`src/rtl/fetch_unit_pkg.sv`:
```
`default_nettype none
// ============================================================================
//  Module      : fetch_unit_pkg
//  Description : Constants shared by the fetch stage and the decoder: opcode
//                values, fetch state encodings, default ROM geometry.
//  Revision    : 1.0 - initial release
// ============================================================================
package fetch_unit_pkg;

    // Default ROM address width and retired-counter width
    localparam int ROM_ADDR_W     = 8;
    localparam int RETIRED_CNT_W  = 16;

    // Opcodes the fetch stage needs to know about
    localparam logic [7:0]  NOP      = 8'h00;
    localparam logic [7:0]  HLT      = 8'hFF;
    localparam logic [23:0] NOP_WORD = {NOP, 16'h0000};

    // Fetch state encodings
    localparam logic [1:0]  FS_BOOT  = 2'd0;
    localparam logic [1:0]  FS_RUN   = 2'd1;
    localparam logic [1:0]  FS_HALT  = 2'd2;

    // True when the ROM word carries the HLT opcode
    function automatic logic is_hlt(input logic [23:0] word);
        return (word[23:16] == HLT);
    endfunction

endpackage : fetch_unit_pkg
`default_nettype wire

```
`src/rtl/fetch_unit.sv`:
```
`default_nettype none
// ============================================================================
//  Module      : fetch_unit
//  Description : Instruction-fetch stage. Holds the fetch PC (address of the
//                word currently returned by the synchronous ROM), drives the
//                next ROM address, masks non-executable cycles to NOP, and
//                handles stall, jump redirect, HLT/resume and a retired count.
//  Revision    : 1.0 - initial release
// ============================================================================
module fetch_unit
    import fetch_unit_pkg::*;
#(
    parameter int ADDR_W = ROM_ADDR_W,
    parameter int CNT_W  = RETIRED_CNT_W
) (
    input  logic              clk,
    input  logic              rst_n,
    output logic [ADDR_W-1:0] rom_addr,
    input  logic [23:0]       rom_data_in,
    output logic [23:0]       instr,
    output logic              instr_valid,
    output logic [ADDR_W-1:0] pc,
    input  logic              stall,
    input  logic              jump_en,
    input  logic [ADDR_W-1:0] jump_addr,
    input  logic              resume,
    output logic              halted,
    output logic [CNT_W-1:0]  retired
);

    logic [1:0]        state_q,    state_d;
    logic [ADDR_W-1:0] fetch_pc_q, fetch_pc_d;
    logic [CNT_W-1:0]  retired_q,  retired_d;

    logic [ADDR_W-1:0] w_pc_inc;
    logic [ADDR_W-1:0] w_rom_addr;
    logic              w_valid;
    logic              w_hlt_seen;

    // Sequential wrap of the PC is natural modulo arithmetic at ADDR_W bits
    assign w_pc_inc   = fetch_pc_q + ADDR_W'(1);
    assign w_hlt_seen = is_hlt(rom_data_in);

    // Next-state / next-PC selection; the address requested this cycle always
    // becomes the fetch PC, so fetch_pc tracks the word on rom_data_in
    always_comb begin
        state_d    = state_q;
        fetch_pc_d = fetch_pc_q;
        w_rom_addr = fetch_pc_q;
        w_valid    = 1'b0;
        case (state_q)
            FS_BOOT: begin
                w_rom_addr = '0;
                fetch_pc_d = '0;
                state_d    = FS_RUN;
            end
            FS_RUN: begin
                if (stall) begin
                    // Re-read the same word so it reappears once stall drops
                    w_rom_addr = fetch_pc_q;
                end else if (w_hlt_seen) begin
                    // HLT beats a concurrent jump; the HLT word is not retired
                    w_rom_addr = fetch_pc_q;
                    state_d    = FS_HALT;
                end else if (jump_en) begin
                    // Jump-carrying word executes; target arrives next cycle
                    w_valid    = 1'b1;
                    w_rom_addr = jump_addr;
                    fetch_pc_d = jump_addr;
                end else begin
                    w_valid    = 1'b1;
                    w_rom_addr = w_pc_inc;
                    fetch_pc_d = w_pc_inc;
                end
            end
            FS_HALT: begin
                // fetch_pc keeps pointing at the HLT word until resumed
                if (resume) begin
                    w_rom_addr = w_pc_inc;
                    fetch_pc_d = w_pc_inc;
                    state_d    = FS_RUN;
                end
            end
            default: begin
                w_rom_addr = '0;
                fetch_pc_d = '0;
                state_d    = FS_BOOT;
            end
        endcase
    end

    // Retired counter: every executed instruction (only RUN can assert valid)
    always_comb begin
        retired_d = retired_q;
        if (w_valid) begin
            retired_d = retired_q + CNT_W'(1);
        end
    end

    // State, fetch PC and counter registers with asynchronous reset
    always_ff @(posedge clk or negedge rst_n) begin
        if (!rst_n) begin
            state_q    <= FS_BOOT;
            fetch_pc_q <= '0;
            retired_q  <= '0;
        end else begin
            state_q    <= state_d;
            fetch_pc_q <= fetch_pc_d;
            retired_q  <= retired_d;
        end
    end

    assign rom_addr    = w_rom_addr;
    assign instr_valid = w_valid;
    assign instr       = w_valid ? rom_data_in : NOP_WORD;
    assign pc          = fetch_pc_q;
    assign halted      = (state_q == FS_HALT);
    assign retired     = retired_q;

endmodule : fetch_unit
`default_nettype wire

```
`config.mk`:
```
export PLATFORM = sky130hd
export DESIGN_NAME = fetch_unit
export DESIGN_NICKNAME = d
export VERILOG_FILES = /design/src/rtl/fetch_unit_pkg.sv /design/src/rtl/fetch_unit.sv
export SDC_FILE = /design/constraint.sdc
export NUM_CORES = 1
export LEC_CHECK = 0
export ABC_AREA = 1
export BUFFER_PORTS_ARGS = -buffer_cell sky130_fd_sc_hd__buf_4
export CAP_MARGIN = 10
export CORE_ASPECT_RATIO = 2
export CORE_MARGIN = 2
export CORE_UTILIZATION = 28
export CTS_CLUSTER_SIZE = 10
export DETAILED_ROUTE_END_ITERATION = 12
export GPL_TIMING_DRIVEN = 0
export SETUP_SLACK_MARGIN = 0.2
export SYNTH_ARGS = -nofsm -noshare
export SYNTH_HDL_FRONTEND = slang
export SYNTH_SLANG_ARGS = --single-unit
```
`constraint.sdc`:
```
create_clock -name clk -period 1.9 [get_ports clk]
set_input_delay 0.095 -clock clk [delete_from_list [all_inputs] [get_ports clk]]
set_output_delay 0.095 -clock clk [all_outputs]
set_load 0.01 [all_outputs]
```
==> impl_summary.md, run 1 <==
Logic synthesis
The biggest area consumer among synthesized cells is sky130_fd_sc_hd__dfrtp_1. The distinct cell type count after synthesis is 26. In this run, synthesis produced a sequential element count of 26.

The fraction of synthesis flops using an asynchronous set or reset pin is 100%. For this run, the number of Yosys warnings is 0. In this run the cell area of the synthesized design comes to slightly below 0.002 mm^2. The mean cell area of the mapped netlist is roughly 6.5 um^2. Summed over its instances, the top area cell type makes up roughly 33% of the synthesized netlist area. Ranked by total cell area, the synthesized netlist is headed by sky130_fd_sc_hd__dfrtp_1 33%, sky130_fd_sc_hd__nand2_1 14%, sky130_fd_sc_hd__inv_1 12%, sky130_fd_sc_hd__nor2_1 9.1%, sky130_fd_sc_hd__nand3_1 7.1%. The count of flip-flops with a built-in enable after synthesis is 0. Sequential cells were found to cover between 30% and 40% of the synthesized design area. Synthesis handed over a netlist of 306 instances. The number of nets handed over by synthesis was roughly 350. The most used flip-flop cell after synthesis is sky130_fd_sc_hd__dfrtp_1.

Flow run
The number of violations of the max-capacitance limit is 0.

Layout
The count of cells in the finished layout, fillers not included, comes to around 520. The library cell used most frequently in the layout, excluding fill and tap cells, is sky130_fd_sc_hd__buf_4. The library cells used most frequently in the layout, excluding fill and tap cells, are 111 x sky130_fd_sc_hd__buf_4, 61 x sky130_fd_sc_hd__nand2_1, 54 x sky130_fd_sc_hd__inv_1. The count of inserted antenna diode cells is 0.

Measured on the finished design, the core utilization comes to 48.2%. Fill cells in the final layout number approximately 700. The multi-input combinational cell area is around 0.0012 mm^2. The final net count is 470. From synthesis to final layout, the design area changed by 67.7%. The sequential cell area is 656 um^2. The final cell area excluding filler cells is between 0.003 and 0.004 mm^2.

Cells with a size suffix above 1 make up 43.7% of the layout.

GRT
The global router's overall resource usage is between 10% and 20%. The global-route met2 utilization is roughly a third. The wire length of the first global-routing pass is about 11,000 um. Entering global routing, the biggest net connects 27 pins. The met3 demand-to-capacity share in global routing is 2.55%. The number of global-route vias before repair came to around 2,400. The global-route track usage on met1 is ~17%.

The initial antenna violation count was 0. The most crowded layer after global routing is met2. For this run the aggregate overflow at the end of global routing stands at 0.

Timing
Setup repair after global routing could not meet its margin everywhere. The clock period could shrink to 1.78 ns. The final count of negative-setup-slack endpoints is 0. Static timing analysis puts the maximum clock frequency at about 560 MHz. In this run the tightest slew margin relative to its limit is 75.5%. The number of pins exceeding their max-slew limit in the final report was 0. The post-route clock period utilization is 93.6%. At the pin with the least slew margin, the transition time is around 0.37 ns. The total count of hold-check failures in the final report was 0. The worst setup margin is about 0.12 ns. The final worst clock skew is 0.00933 ns. Summed over all failing endpoints, the final setup total negative slack is 0 ns.

Hold path
For hold timing, the worst endpoint is pc[0]. The path class of the tightest hold or removal check is primary input to register. The number of instances on the worst hold path is 4. The startpoint of the most critical hold path is resume.

Worst setup path
The most frequent cell on the critical path is sky130_fd_sc_hd__nand2_2. By startpoint and endpoint, the worst setup path is classified as register to output pin. The largest stage delay on the critical path is 0.42 ns.

The slack of the worst reg-to-reg path is about 0.42 ns. The slowest stage of the critical path is the sky130_fd_sc_hd__dfrtp_2 cell. STA classifies the critical path endpoint as an output pin. At the worst endpoint, the required time is around 1.8 ns.

The arrival time reported for the critical path endpoint is between 1.5 and 2 ns. The highest fanout seen on the critical path is 4. The startpoint type of the worst setup path is a register. In this run the worst setup path begins at pc[1].

The depth of the most critical reg-to-reg path is 8. The startpoint of the worst-slack reg-to-reg timing path is retired[0]. The critical path goes through ha_4, nand2_4, nor2_4, nand2_2, nand2_2, nand3_2, nand2_2, nand2_2, a21oi_2, buf_4.

The endpoint identified for the worst register-to-register timing path is retired[12].

Clock tree
In this run, CTS created clock tree buffers numbering 3. The clock latency on the worst-skew pair is 0.27 ns. The longest clock path from root to sink contains 2 buffers.

The cell sitting at the root of the clock tree is a sky130_fd_sc_hd__clkbuf_16. CTS saw 26 sinks. The clock-pin slew of the registers on the worst-case setup and hold paths is 0.07 ns. In this run the number of H-tree levels came out at 1. TritonCTS built the clock tree.

Place
In this run, placement finished with an instance count of roughly 490. The HPWL after detailed placement is between 5000 and 6000 um. After detailed placement, the total cell area comes to ~0.0028 mm^2. The port buffer count is 93. The final weighted congestion of routability-driven global placement is about 0.80.

The setup slack after placement is 0.0221 ns.

Outcome
The run finished with clean final reports.

Pwr
In this run the power density over the cells is just over 1000 mW/mm^2. The maximum resistive drop on vdd is between 0.0004 and 0.0005 V. Summed over all cells, the static leakage comes to about 1.7 nW.

Drt
The count of nets left with antenna violations once routing finished came out at 0. The number of vias after detailed routing is between 2,000 and 2,500. Dividing the detail-routed wire length by the instance count gives roughly 14 um.

Dividing the detail-routed via count by the number of cells gives between 4 and 5. The routed design has around 7100 um of wire. Before antenna repair, the detailed router went through 4 iterations. The remaining routing DRC violations is 0. For this block, the initial DRC count from the detailed router was between 150 and 200.

Die
The number of ports placed on the die boundary is between 90 and 100. The floorplan step defined a die boundary enclosing 0.00780 mm^2. The chip width is approximately 63 um. Row generation in the floorplan step produced 43 rows. For this configuration, the core starts out at a cell density of approximately 29%. After floorplanning, the core was sized to cover approximately 0.0069 mm^2. The die is 123 um tall.
cells by family (layout without fill, tap and decap cells):
group	after synthesis	after routing	share of synthesized area [%]
AOI/OAI and AO/OA	30	30	7.83
xor gates and xnor gates	12	12	5.31
adders and majority gates	5	5	3.16
buffers and inverters	70	190	15.0
DFF	26	26	32.8
and+or+nand+nor	163	163	35.8
metal layers:
layer  vias up  part of all wire, %
met5         -                    0
met4         0                  3.0
met3        21                  3.4
met2        64                   59
met1      1105                   34
li1       1175                    -
report_power, final:
group | total [mW] | leakage (nW) | switching, mW | internal (mW)
clock | 0.489 | 0.0370 | 0.208 | 0.280
sequential | 0.871 | 0.328 | 0.181 | 0.690
combinational | 2.09 | 1.36 | 1.06 | 1.03
Yosys cell counts (3+ instances only):
master and instances:
sky130_fd_sc_hd__nor2_1 48, sky130_fd_sc_hd__nand2_1 72, sky130_fd_sc_hd__dfrtp_1 26, sky130_fd_sc_hd__nand3_1 28, sky130_fd_sc_hd__a21oi_1 16, sky130_fd_sc_hd__nand4_1 3, sky130_fd_sc_hd__xnor2_1 4, sky130_fd_sc_hd__buf_6 4
sky130_fd_sc_hd__xor2_1 8, sky130_fd_sc_hd__nand2_2 3, sky130_fd_sc_hd__ha_1 5, sky130_fd_sc_hd__inv_1 62, sky130_fd_sc_hd__o21ai_0 11
critical path: cells and delay by family (launching register included):
| family | cells | cell delay (ns) |
|---|---|---|
| compound gates | 1 | 0.15 |
| buf+inv | 1 | 0.15 |
| simple gates | 7 | 0.52 |
| flops | 1 | 0.42 |
| fa+ha+maj | 1 | 0.17 |
state kept, by name (all words and copies together), names as in the netlist:
name     flops
state_q      2
retired     16
pc           8
metrics by stage:
stage	total power, mW	hold slack [ns]
global placement	2.24	0.0386
detailed placement	2.27	0.0431
finish	3.45	0.178
global route	3.68	0.206
CTS	3.20	0.181
floorplan	1.59	-0.201
worst max path at each step:
stage                       end  slack [ns]
floorplan                 pc[4]        0.32
global placement    rom_addr[4]        0.03
detailed placement  rom_addr[4]        0.02
CTS                 rom_addr[6]        0.13
global route        rom_addr[6]        0.01
finish              rom_addr[6]        0.12
what timing repair did:
item,4_1_cts,5_1_grt
pin swaps,9,20
buffers inserted,14,9
hold buffers,1,0
endpoints found under the setup margin,32,28
endpoints found under the hold margin,26,0
resized for setup,41,39
final cells by class:
class | instances | area share [%]
Buffer | 6 | 2.11
Timing Repair Buffer | 117 | 27.5
Inverter | 64 | 7.50
Clock buffer | 3 | 2.26
Sequential cell | 26 | 19.7
Multi-Input combinational cell | 210 | 37.6
Tap cell | 90 | 3.39
Note: power is estimated with default switching activity, not from simulation.
==> inputs of run 2 (changes only) <==
Settings changed: CORE_MARGIN 2 to 10, SKIP_LAST_GASP set to 1.
Clock period 1.9 ns to 1.5 ns, I/O delays scaled along.
==> run 2 against run 1 <==
Compared with the run above:
- wire length grew 0.86%
- global-route usage shrank 5.1 points
- sequential share of layout area decreased by 0.22 points
- the flow now finishes with violations (negative setup slack)
- design area rose by 1.5%
- total power is 29% higher
- setup slack worse by 0.38 ns
- worst hold slack worse by 0.049 ns
- core utilization increased by 0.35 points
- die area rose by 42%
==> impl_summary.md, run 2 (synthesized netlist as in run 1, its figures left out) <==
Timing
The final worst clock skew is 0.00275 ns (was 0.00933 ns). The worst slew slack as a fraction of its limit is 71.5% (was 75.5%). The actual transition at the worst max-transition pin is 0.427 ns (was 0.367 ns). RSZ-0062 raised after global routing: true (unchanged). The accumulated negative setup slack is -6.95 ns (was 0 ns). The number of pins exceeding their max-slew limit in the final report was 0 (unchanged).

The post-route clock period utilization is 118%. Static timing analysis puts the maximum clock frequency at 567 MHz. The total count of hold-check failures in the final report came to 0 (unchanged).

The worst setup margin came to -0.263 ns (was 0.122 ns). The worst path in the final design needs a cycle of approximately 1.8 ns, including I/O delays and setup. The final count of negative-setup-slack endpoints is 33 (was 0).

Drt
The met2 wirelength from detailed routing came to 4080 um (was 4180 um). The total length of routed wires is 7120 um (was 7050 um). The top metal layer carrying routed signals was met4 (unchanged). The routed via count divided by cell count is 4.55 (was 4.58). The antenna violation net count after detailed routing is 0 (unchanged). The number of vias after detailed routing is 2,372 (was 2,365). The routed length on met1 came to 2430 um (was 2420 um). The violation count after the first detailed-route iteration is 77 (was 169). The remaining routing DRC violations is 0 (unchanged).

The wire length per cell after detailed routing is 13.7 um (about the same). The first-pass iteration count of the detailed router came to 4 (unchanged). The total met3 wirelength after detailed routing is 461 um (was 239 um).

Clock tree
The number of buffers between clock root and the deepest sink came to 2 (unchanged). The clock tree from TritonCTS is done (unchanged). The number of sinks on the clock net is 26 (unchanged). The clock latency on the worst-skew pair was 0.26 ns (was 0.27 ns).

The clock root buffer is sky130_fd_sc_hd__clkbuf_16 (unchanged). The number of levels in the clock H-tree was 1 (unchanged). The clock-pin slew of the registers on the worst-case setup and hold paths is 0.07 ns (about the same).

The TritonCTS buffer count is 3 (unchanged).

Worst setup path
The capturing element type of the critical path is an output pin (unchanged). The arrival time reported for the critical path endpoint is 1.69 ns (was 1.68 ns). The critical path start-end classification is register to output pin (unchanged).

The data required time of the worst path came to 1.42 ns (was 1.80 ns). The highest fanout seen on the critical path is 8 (was 4). The startpoint type of the worst setup path is a register (unchanged).

GRT
The global router's overall resource usage is 12.5% (was 17.6%). The initial antenna violation count is 0 (unchanged). The aggregate global routing overflow is 0 (unchanged). The maximum number of pins on one net before global-route repair is 27 (unchanged). The wire length of the first global-routing pass is 11,300 um (was 10,900 um). The number of global-route vias before repair is 2,406 (was 2,350).

Layout
The number of filler cells placed in the layout was 700 (was 698). The count of inserted antenna diode cells is 0 (unchanged). The number of flip-flops under the largest register name is 16 (unchanged).

The final cell area excluding filler cells is 0.00337 mm^2 (was 0.00332 mm^2). The area added between synthesis and finish is 70.2% (was 67.7%). Leading cell types in the layout, fill and taps excluded: 113 x sky130_fd_sc_hd__buf_4, 65 x sky130_fd_sc_hd__nand2_1, 58 x sky130_fd_sc_hd__inv_1 (was 111 x sky130_fd_sc_hd__buf_4, 61 x sky130_fd_sc_hd__nand2_1, 54 x sky130_fd_sc_hd__inv_1). The layout cell share with drive strength beyond 1 is 41.3% (was 43.7%). The final net count is 474 (was 470). The most common cell after layout, fill and taps aside was sky130_fd_sc_hd__buf_4 (unchanged).

Die
The chip width is 79.5 um (was 63.5 um). The starting density of the core is 28.5% (was 28.8%). The number of ports placed on the die boundary was 95 (unchanged). The die height came to 139 um (was 123 um).

The floorplan row count came to 43 (unchanged). The placeable core area is 0.00694 mm^2 (was 0.00689 mm^2). The floorplan die area is 0.0110 mm^2 (was 0.00780 mm^2).

Place
The placed wire-length estimate came to 5530 um (was 5090 um). The total placed instance area is 0.00285 mm^2 (was 0.00279 mm^2). The final weighted congestion of routability-driven global placement is 0.879 (was 0.798). The port buffer count is 93 (unchanged).

Flow run
The number of violations of the max-capacitance limit came to 0 (unchanged).

Outcome
The checks that failed: negative setup slack. Run status: finished with violations (was finished clean).

Pwr
The power density of the placed cells came to 1320 mW/mm^2 (was 1040 mW/mm^2). The power consumption was 4.45 mW (was 3.45 mW). The maximum resistive drop on vdd came to 0.000768 V (was 0.000457 V). The leakage dissipation is 1.79 nW (was 1.72 nW).

Hold path
The class of the most critical hold timing path is primary input to register (unchanged).
[run 2: cell count changes in the layout (fill, tap and decap cells not counted), moves of 4 or more]
| cell | change |
|---|---|
| sky130_fd_sc_hd__nor2_4 | -4 |
| sky130_fd_sc_hd__inv_1 | +4 |
| sky130_fd_sc_hd__nor2_1 | +5 |
| sky130_fd_sc_hd__nand2_1 | +4 |
| sky130_fd_sc_hd__a21oi_1 | +4 |
| sky130_fd_sc_hd__inv_2 | -5 |
| sky130_fd_sc_hd__nand2_2 | -5 |
[run 2: through the flow]
stage / setup slack, ns / std cells / utilization (%) / hold WS (ns)
3_5_place_dp: -0.0877 / 489 / 41.1 / 0.0196
4_1_cts: -0.280 / 509 / 45.2 / 0.154
2_1_floorplan: 0.150 / 306 / - / -0.221
5_1_grt: -0.349 / 521 / 48.6 / 0.153
3_3_place_gp: -0.0828 / 489 / 41.1 / 0.0200
6_report: -0.263 / 521 / 48.6 / 0.129
[run 2: area by class of cell]
| cell class | instances | area (um^2) | area share [%] |
|---|---|---|---|
| plain buffers | 6 | 77.6 | 2.30 |
| well taps | 90 | 113 | 3.34 |
| flip-flops and latches | 26 | 658 | 19.5 |
| repair buffers | 121 | 982 | 29.1 |
| clock buffers | 3 | 75.1 | 2.23 |
| multi-input cells | 210 | 1180 | 35.1 |
| inverters | 64 | 253 | 7.50 |
| clock inverters | 1 | 30.0 | 0.891 |
[run 2: final timing paths]
path	startpoint	end	slack (ns)	depth (start not counted)
max	state_q[1]	rom_addr[7]	-0.26	5
min	stall	state_q[0]	0.13	4
min reg2reg	retired[4]	retired[4]	0.53	1
max reg2reg	state_q[1]	retired[11]	0.03	7
max in group asynchronous	rst_n	pc[2]	0.95	2
min in group asynchronous	rst_n	retired[9]	0.27	2
[run 2: what timing repair did]
| action | CTS | global route |
|---|---|---|
| pin swaps | 7 | 12 |
| buffers inserted | 15 | 9 |
| cloned | 0 | 3 |
| gates resized for setup | 19 | 30 |
| hold endpoints to repair | 26 | 0 |
| endpoints found under the setup margin | 57 | 59 |
| hold buffers | 1 | 0 |
[run 2: power breakdown]
part           switching, mW  leakage (nW)  internal, mW  total, mW
clock network          0.258        0.0511         0.531      0.789
registers              0.225         0.326         0.881       1.11
logic                   1.27          1.41          1.29       2.56
total                   1.76          1.79          2.70       4.45
[run 2: worst max-delay path, cell delays in order (launching register included)]
cell	delay (ns)
sky130_fd_sc_hd__dfrtp_1	0.41
sky130_fd_sc_hd__inv_1	0.15
sky130_fd_sc_hd__ha_1	0.25
sky130_fd_sc_hd__inv_1	0.33
sky130_fd_sc_hd__a21oi_1	0.11
sky130_fd_sc_hd__buf_4	0.17
[run 2: per-layer routing]
metal / GRT usage [%] / vias to the layer above
met5: 0 / -
met3: 3.18 / 14
met4: 3.89 / 0
met1: 11.6 / 1096
li1: - / 1173
met2: 24.7 / 89
==> inputs of run 3 (changes only) <==
Settings changed: ABC_CLOCK_PERIOD_IN_PS set to 1500, CELL_PAD_IN_SITES_DETAIL_PLACEMENT set to 0, CELL_PAD_IN_SITES_GLOBAL_PLACEMENT set to 1, PLACE_DENSITY_LB_ADDON set to 0.1.
==> run 3 against run 2 <==
Compared with the run above:
- the flow still finishes with violations (negative setup slack)
- global-route usage increased by 1.5 points
- critical path type unchanged
- highest routed layer unchanged
- die area stayed put
- via count increased by 5.5%
- core utilization rose by 8.5 points
- largest cell class unchanged
- clock skew increased by 0.0038 ns
- final cell count grew 3.8%
==> impl_summary.md, run 3 (synthesized netlist as in run 1, its figures left out) <==
Clock tree
The clock-pin slew of the registers on the worst-case setup and hold paths is 0.07 ns (about the same). The TritonCTS buffer count is 3 (unchanged). The clock root buffer is sky130_fd_sc_hd__clkbuf_16 (unchanged). The number of sinks on the clock net is 26 (unchanged). The number of levels in the clock H-tree is 1 (unchanged). The number of buffers between clock root and the deepest sink was 2 (unchanged). The clock latency on the worst-skew pair is 0.27 ns (was 0.26 ns). The clock tree from TritonCTS is done (unchanged).

Outcome
Failing checks: negative setup slack (unchanged). Run status: finished with violations (unchanged).

Timing
The worst slew slack as a fraction of its limit is 75.4% (was 71.5%). The final worst clock skew is 0.00660 ns (was 0.00275 ns). The post-route worst hold slack is 0.169 ns (was 0.129 ns). RSZ-0062 raised after global routing: true (unchanged). The post-route clock period utilization came to 122% (was 118%). The total count of hold-check failures in the final report is 0 (unchanged). The actual transition at the worst max-transition pin came to 0.369 ns (was 0.427 ns). The post-route minimum period is 1.83 ns (was 1.76 ns).

The number of pins exceeding their max-slew limit in the final report is 0 (unchanged). The final count of negative-setup-slack endpoints was 36 (was 33). The achievable frequency is 548 MHz (was 567 MHz). The worst setup margin was -0.326 ns (was -0.263 ns).

Pwr
The proportion of power drawn by flip-flops and latches is 20.5% (was 24.8%). The leakage dissipation came to 1.96 nW (was 1.79 nW). The power consumption is 5.43 mW (was 4.45 mW). The switching part of the total power came to 39.9% (was 39.4%). The clock share of power is 14.7% (was 17.7%). The switching component of the power is 2.16 mW (was 1.76 mW).

The power density of the placed cells is 1370 mW/mm^2 (was 1320 mW/mm^2). The maximum resistive drop on vdd is 0.00105 V (was 0.000768 V). The combinational share of power is 64.8% (was 57.5%).

The internal power was 3.26 mW (was 2.70 mW).

Layout
The layout cell share with drive strength beyond 1 is 56.3% (was 41.3%). The area added between synthesis and finish is 100% (was 70.2%). The count of inserted antenna diode cells is 0 (unchanged).

The number of flip-flops under the largest register name came to 16 (unchanged). Leading cell types in the layout, fill and taps excluded: 105 x sky130_fd_sc_hd__buf_4, 57 x sky130_fd_sc_hd__nand2_1, 53 x sky130_fd_sc_hd__inv_1 (was 113 x sky130_fd_sc_hd__buf_4, 65 x sky130_fd_sc_hd__nand2_1, 58 x sky130_fd_sc_hd__inv_1). The most common cell after layout, fill and taps aside is sky130_fd_sc_hd__buf_4 (unchanged). The final net count is 494 (was 474).

Worst setup path
The cell type of the slowest stage on the worst timing path was sky130_fd_sc_hd__dfrtp_1 (unchanged). The critical path start-end classification is register to output pin (unchanged). The capturing element type of the critical path was an output pin (unchanged). The count of buffer and inverter cells on the critical path is 5 (was 3). The startpoint type of the worst setup path is a register (unchanged). Critical path cell sequence: inv_2, ha_4, inv_4, nor2_4, inv_4, o21ai_2, inv_1, a21oi_2, buf_4 (was inv_1, ha_1, inv_1, a21oi_1, buf_4). The highest fanout seen on the critical path was 6 (was 8).

The data required time of the worst path is 1.42 ns (about the same). The top cell family by delay on the critical path was buffers and inverters (unchanged). The arrival time reported for the critical path endpoint was 1.75 ns (was 1.69 ns).

The largest stage delay on the critical path is 0.40 ns (was 0.41 ns). The most frequent cell on the critical path was sky130_fd_sc_hd__inv_4 (was sky130_fd_sc_hd__inv_1).

GRT
The initial antenna violation count is 0 (unchanged). The aggregate global routing overflow is 0 (unchanged). The maximum number of pins on one net before global-route repair came to 27 (unchanged). The global router's overall resource usage is 14.1% (was 12.5%). The number of global-route vias before repair came to 2,410 (was 2,406).

The wire length of the first global-routing pass came to 12,200 um (was 11,300 um).

Die
The starting density of the core is 28.5% (unchanged). The number of ports placed on the die boundary is 95 (unchanged). The floorplan row count came to 43 (unchanged). The chip width is 79.5 um (unchanged). The placeable core area was 0.00694 mm^2 (unchanged). The die height was 139 um (unchanged). The floorplan die area is 0.0110 mm^2 (unchanged).

Drt
The remaining routing DRC violations came to 0 (unchanged). The violation count after the first detailed-route iteration is 74 (was 77). The number of vias after detailed routing came to 2,502 (was 2,372). The routed via count divided by cell count was 4.62 (was 4.55).

The antenna violation net count after detailed routing is 0 (unchanged). The first-pass iteration count of the detailed router is 4 (unchanged). The wire length per cell after detailed routing is 15.7 um (was 13.7 um). The total length of routed wires came to 8470 um (was 7120 um).

Flow run
The number of violations of the max-capacitance limit is 0 (unchanged).

Place
The placed wire-length estimate is 6340 um (was 5530 um). The port buffer count is 93 (unchanged). The final weighted congestion of routability-driven global placement was 0.860 (was 0.879).

Hold path
The class of the most critical hold timing path is primary input to register (unchanged).
==> run 3: cell count changes in the layout (fill, tap and decap cells not counted), sizes merged <==
cell and delta:
buf +20, clkinvlp +1, inv -1
==> run 3: repair_timing <==
item                                    4_1_cts  5_1_grt
pin swaps                                     6       27
resized for setup                            36      123
cloned                                        0        3
hold endpoints to repair                     26        0
setup buffers                                20       24
hold buffers                                  1        0
endpoints found under the setup margin       58       59
==> run 3: metrics by stage <==
step                      setup WS (ns)  std cells  setup TNS [ns]  instance area, um^2  util (%)
after global placement           -0.126        489           -1.33                 2850      41.1
after detailed placement         -0.141        489           -1.54                 2850      41.1
final                            -0.326        541           -5.94                 3960      57.1
after CTS                        -0.287        514           -4.70                 3240      46.7
after floorplan                   0.150        306               0                 2040         -
after global routing             -0.413        541           -8.91                 3960      57.1
==> run 3: layout make-up <==
class / instances / area (um^2)
Inverter: 64 / 254
Buffer: 6 / 87.6
Tap cell: 90 / 113
Fill cell: 665 / 2980
Timing Repair Buffer: 141 / 1250
Clock buffer: 3 / 75.1
Clock inverter: 1 / 30.0
Multi-Input combinational cell: 210 / 1490
Sequential cell: 26 / 659
==> run 3: worst paths after layout <==
kind	cells past startpoint	end	startpoint	slack, ns
worst max register to register	10	pc[2]	state_q[0]	-0.07
min in group asynchronous	2	retired[11]	rst_n	0.28
worst min-delay path	4	state_q[0]	stall	0.17
worst min register to register	1	retired[4]	retired[4]	0.52
worst max-delay path	9	rom_addr[3]	state_q[0]	-0.33
max in group asynchronous	2	retired[4]	rst_n	0.93
==> run 3: power groups by stage <==
stage | registers (mW) | clock network (mW) | logic [mW]
after floorplan | 1.13 | 0 | 0.985
after global placement | 1.12 | 0 | 1.93
after detailed placement | 1.13 | 0 | 1.94
after CTS | 1.10 | 0.823 | 2.40
after global routing | 1.14 | 0.865 | 3.79
final | 1.11 | 0.796 | 3.52
==> run 3: per-layer routing <==
layer / routed length [um] / vias to the layer above / GRT usage, %
met5: 0 / - / 0
met4: 304 / 0 / 5.70
met3: 316 / 22 / 2.92
met2: 5190 / 76 / 28.4
met1: 2660 / 1173 / 12.2
li1: - / 1231 / -
==> run 3: worst register-to-register path, delay by kind of cell (launching register included) <==
kind | cells | cell delay (ns)
DFF | 1 | 0.40
adders and majority gates | 1 | 0.15
AOI/OAI and AO/OA | 2 | 0.27
and+or+nand+nor | 1 | 0.21
buffers and inverters | 6 | 0.47
